[config.mk]
export PLATFORM = sky130hd
export DESIGN_NAME = wrr_pkt_arbiter
export DESIGN_NICKNAME = d
export VERILOG_FILES = /design/src/rtl/wrr_arb_pkg.sv /design/src/rtl/rr_pick.sv /design/src/rtl/wrr_pkt_arbiter.sv
export SDC_FILE = /design/constraint.sdc
export NUM_CORES = 1
export LEC_CHECK = 0
export ABC_AREA = 1
export CORE_ASPECT_RATIO = 0.6
export CORE_MARGIN = 1.5
export CORE_UTILIZATION = 45
export DETAILED_ROUTE_END_ITERATION = 8
export PLACE_DENSITY = 0.79
export SLEW_MARGIN = 40
export SYNTH_ARGS = -nofsm -noshare
export SYNTH_HDL_FRONTEND = slang
export SYNTH_SLANG_ARGS = --single-unit
[constraint.sdc]
create_clock -name clk -period 3.6 [get_ports clk]
set_clock_uncertainty 0.2 [all_clocks]
set_input_delay 0.54 -clock clk [delete_from_list [all_inputs] [get_ports clk]]
set_output_delay 0.54 -clock clk [all_outputs]
set_load 0.02 [all_outputs]
[src/rtl/wrr_arb_pkg.sv]
// Shared types and helpers for the weighted round-robin packet arbiter.
package wrr_arb_pkg;

  typedef enum logic [0:0] {
    IDLE  = 1'b0,
    GRANT = 1'b1
  } state_e;

  function automatic int idx_width(input int n);
    return (n > 1) ? $clog2(n) : 1;
  endfunction

endpackage

[src/rtl/rr_pick.sv]
// Cyclic priority search: first asserted request at or after base, wrapping past N-1.
module rr_pick
  import wrr_arb_pkg::*;
#(
  parameter int N  = 4,
  parameter int IW = idx_width(N)
) (
  input  logic [N-1:0]  req,
  input  logic [IW-1:0] base,
  output logic [N-1:0]  gnt_oh,
  output logic [IW-1:0] gnt_idx,
  output logic          any
);

  always_comb begin
    gnt_oh  = '0;
    gnt_idx = '0;
    any     = 1'b0;
    for (int k = 0; k < N; k++) begin
      if (!any && req[IW'((int'(base) + k) % N)]) begin
        any                                 = 1'b1;
        gnt_idx                             = IW'((int'(base) + k) % N);
        gnt_oh[IW'((int'(base) + k) % N)]   = 1'b1;
      end
    end
  end

endmodule

[src/rtl/wrr_pkt_arbiter.sv]
// Weighted round-robin packet arbiter: grants whole packets, up to weight[i] packets per
// grant, with a registered output stage.
//   state | meaning
//   IDLE  | no owner; pick next requester from ptr_r, load its packet quota
//   GRANT | grant_r owns the output until its quota is spent or it stops at a boundary
module wrr_pkt_arbiter
  import wrr_arb_pkg::*;
#(
  parameter int NUM_INPUTS   = 4,
  parameter int DATA_WIDTH   = 8,
  parameter int WEIGHT_WIDTH = 4
) (
  input  logic                              clk,
  input  logic                              rst_n,
  input  logic [NUM_INPUTS-1:0]             in_valid,
  input  logic [DATA_WIDTH-1:0]             in_data [NUM_INPUTS],
  input  logic [NUM_INPUTS-1:0]             in_last,
  output logic [NUM_INPUTS-1:0]             in_ready,
  input  logic [WEIGHT_WIDTH-1:0]           weight [NUM_INPUTS],
  output logic                              out_valid,
  output logic [DATA_WIDTH-1:0]             out_data,
  output logic                              out_last,
  output logic [idx_width(NUM_INPUTS)-1:0]  out_src,
  input  logic                              out_ready
);

  localparam int IW = idx_width(NUM_INPUTS);
  localparam logic [IW-1:0] LAST_IDX = IW'(NUM_INPUTS - 1);
  localparam logic [0:0] S_IDLE  = IDLE;
  localparam logic [0:0] S_GRANT = GRANT;

  logic [0:0]              state_r;
  logic [IW-1:0]           ptr_r;
  logic [IW-1:0]           grant_r;
  logic [WEIGHT_WIDTH-1:0] quota_r;
  logic                    at_boundary_r;

  logic [NUM_INPUTS-1:0]   pick_oh;
  logic [IW-1:0]           pick_idx;
  logic                    pick_any;
  logic [WEIGHT_WIDTH-1:0] pick_weight;
  logic                    can_take;
  logic                    accept;
  logic                    grant_valid;
  logic                    grant_last;
  logic [IW-1:0]           ptr_next;
  logic [WEIGHT_WIDTH-1:0] quota_dec;

  rr_pick #(.N(NUM_INPUTS), .IW(IW)) u_pick (
    .req     (in_valid),
    .base    (ptr_r),
    .gnt_oh  (pick_oh),
    .gnt_idx (pick_idx),
    .any     (pick_any)
  );

  always_comb begin
    pick_weight = '0;
    for (int i = 0; i < NUM_INPUTS; i++)
      if (pick_oh[i]) pick_weight = weight[i];
  end

  assign can_take    = !out_valid || out_ready;
  assign grant_valid = in_valid[grant_r];
  assign grant_last  = in_last[grant_r];
  assign accept      = (state_r == S_GRANT) && can_take && grant_valid;
  assign ptr_next    = (grant_r == LAST_IDX) ? '0 : grant_r + 1'b1;
  assign quota_dec   = quota_r - 1'b1;

  always_comb begin
    in_ready = '0;
    if (state_r == S_GRANT && can_take) in_ready[grant_r] = 1'b1;
  end

  always_ff @(posedge clk or negedge rst_n) begin
    if (!rst_n) begin
      state_r       <= S_IDLE;
      ptr_r         <= '0;
      grant_r       <= '0;
      quota_r       <= '0;
      at_boundary_r <= 1'b1;
    end else if (state_r == S_IDLE) begin
      if (pick_any) begin
        grant_r <= pick_idx;
        quota_r <= (pick_weight == '0) ? WEIGHT_WIDTH'(1) : pick_weight;
        state_r <= S_GRANT;
      end
    end else begin
      if (accept) begin
        at_boundary_r <= grant_last;
        if (grant_last) begin
          quota_r <= quota_dec;
          if (quota_dec == '0) begin
            state_r <= S_IDLE;
            ptr_r   <= ptr_next;
          end
        end
      end else if (at_boundary_r && !grant_valid) begin
        // Owner has nothing ready between packets: release rather than hold the output.
        state_r <= S_IDLE;
        ptr_r   <= ptr_next;
      end
    end
  end

  always_ff @(posedge clk or negedge rst_n) begin
    if (!rst_n) begin
      out_valid <= 1'b0;
      out_data  <= '0;
      out_last  <= 1'b0;
      out_src   <= '0;
    end else if (accept) begin
      out_valid <= 1'b1;
      out_data  <= in_data[grant_r];
      out_last  <= grant_last;
      out_src   <= grant_r;
    end else if (out_ready) begin
      out_valid <= 1'b0;
    end
  end

endmodule
==> impl_results.md <==
* Initial Util at 0.486
* CP Max Fanout at 5
* Drt pass-1 iters at 5
* DRC viols at 0
* Routed wire length per instance at 12.8 um
* CP required at 2.86 ns
* Crit path kind: in2out
* Commonest cells in the netlist: 83 x nand2_1, 30 x nor2_1, 28 x o21ai_0
* Post-Syn Instances at 296
* Htree depth at 1
* Total global-route track usage at 0.224
* Post-synth EDFFs at 0
* CP Capture Type: primary output
* Horiz. Die Dim at 90.8 um
* Total Power at 0.00272 W
* Vias at 2173
* Die H at 55.7 um
* Fmax achieved at 323 MHz
* Root buffer cell: clkbuf_8
* Clk_lat worst skew at 0.27 ns
* Lkg Pwr at 1.41 nW
* Share of flip-flops with an asynchronous set or reset at 1.00
* # rows at 18
* CTS clk-pin slew, worst paths at 0.08 ns
* Layout cells sized above 1 at 0.114
* Setup Fix Bufs, Post-CTS at 0
* DRC marker count from the first detailed-route iteration at 109
* WL final at 5490 um
* Final Cell Area at 0.00294 sq mm
* Status: finished clean
* Via/cell ratio at 5.08
* # nets final at 442
* CTS tree: built
* CTS resizes at 0
* Pins Over Slew Limit at 0
* CP arrival at 2.35 ns
* Final hold violations at 0
* Seq/Total Area, Yosys at 0.265
* Largest net degree at the start of global routing at 25
* First-pass GRT wire length at 9270 um
* Ant diodes at 0
* Final period util at 0.859
* Core footprint at 0.00428 sq mm
* Routed Antenna Nets at 0
* Max Cap Viol at 0
* Clk buf depth at 2
* Synth warn at 0
* Buffers added on ports at 74
* DP HPWL at 4310 um
* Die ar. at 0.00505 sq mm
* Final critical-path required period at 3.09 ns
* Largest cells by area after synthesis: dfrtp_1 25%, nand2_1 15%, ha_1 8.4%
* PD cells at 924 mW/mm^2
* Ys flop type: dfrtp_1
* CTS Sinks at 22
* Initial antenna violation count at 0
* Setup TNS at 0 ns
* Total CTS buffers at 3
* Hold buffer count at CTS at 0
* RSZ-0062 raised after global routing: false
* Most numerous cell in the Yosys netlist: nand2_1
* Total grt overflow at 0
* Count of different cell masters after synthesis at 35
* Synth top area share at 0.253
* Area Overhead vs Synth at 41.3%
* Mapped Nets at 369
* Startpoint types: input port
* Placement Cell Area at 0.00287 sq mm
* Mean post-synth cell area at 7.03 sq um
* Hold Crit Class: in2async
* Vias in the first global route at 1992
* Layout fillers at 361
* Synth area leader: dfrtp_1
* Gpl congestion at 0.911
* Worst rel slew slack at 0.403
* Least-Margin Pin Slew at 0.887 ns
* Ports at 75
* Peak VDD IR at 0.439 mV
* Netlist Area Pre-Place at 0.00208 sq mm
* #FFs+latches synth at 22
* Setup Viol. Count Final at 0
[cells by family after synthesis]
family,Yosys count,share of synthesized area
AO/OA/AOI/OAI,64,0.182
XOR/XNOR,2,0.00842
adder cells (fa/ha/maj),14,0.0842
buffers and inverters,41,0.0830
flip-flops,22,0.265
AND/OR/NAND/NOR,153,0.378
[worst paths after layout]
kind,start,end,slack (ns),cells after the start
worst max register to register,ptr_r[0],quota_r[0],0.64,16
min in group clk,out_data[4],out_data[4],0.28,2
worst max-delay path,out_ready,in_ready[2],0.51,4
worst min register to register,out_data[4],out_data[4],0.28,2
max in group asynchronous,rst_n,at_boundary_r,2.83,1
worst min-delay path,rst_n,quota_r[0],0.02,1
[registers in the layout, indices dropped and copies added, names as in the netlist]
signal         count
quota_r            4
grant_r            2
out_last           1
state_r            1
out_valid          1
at_boundary_r      1
out_data           8
out_src            2
ptr_r              2
[cell usage in the layout (no fill, tap or decap), drive strengths merged]
cell           instances
o211ai                 3
nor2                  34
o22ai                  9
or2                    2
o2111ai                1
a21oi                 19
dfrtp                 21
o41ai                  1
bufinv                 1
clkbuf                 3
o311ai                 1
dfstp                  1
xnor2                  1
ha                    14
nand3                 16
o21ai                 30
nand4                  5
nand3b                 1
xor2                   1
clkdlybuf4s50         73
inv                   33
nand2                 95
buf                    3
[worst max-delay path: stages]
cell and delay, ns:
clkdlybuf4s50_1 0.42, o21ai_0 0.72, nor2_1 0.10, clkdlybuf4s50_1 0.57
[per-layer routing]
metal	vias to the layer above	track usage	wire length (um)
met5	-	0	0
li1	1111	-	-
met1	974	0.341	2760
met4	0	0.0201	27
met2	84	0.334	2330
met3	4	0.0464	363
[area by class of cell]
cell class	count	area [sq um]	area share
multi-input cells	233	1360	0.461
repair buffers	76	751	0.255
flip-flops and latches	22	552	0.188
inverters	33	134	0.0456
well taps	60	75.1	0.0255
clock buffers	3	41.3	0.0140
clock inverters	1	30.0	0.0102
[where the power goes]
part / internal, W / switching [W]
combinational: 0.000740 / 0.00126
clock: 0.000149 / 0.0000822
sequential: 0.000376 / 0.000106
[metrics by stage]
stage	setup WS, ns	util	hold slack, ns	cells
final	0.507	0.687	0.0187	428
after floorplan	1.11	-	0.0444	296
after CTS	0.556	0.687	0.0381	428
after global placement	0.584	0.671	0.252	424
after global routing	0.432	0.687	0.0679	428
after detailed placement	0.569	0.670	0.256	424
Note: power is estimated with default switching activity, not from simulation.
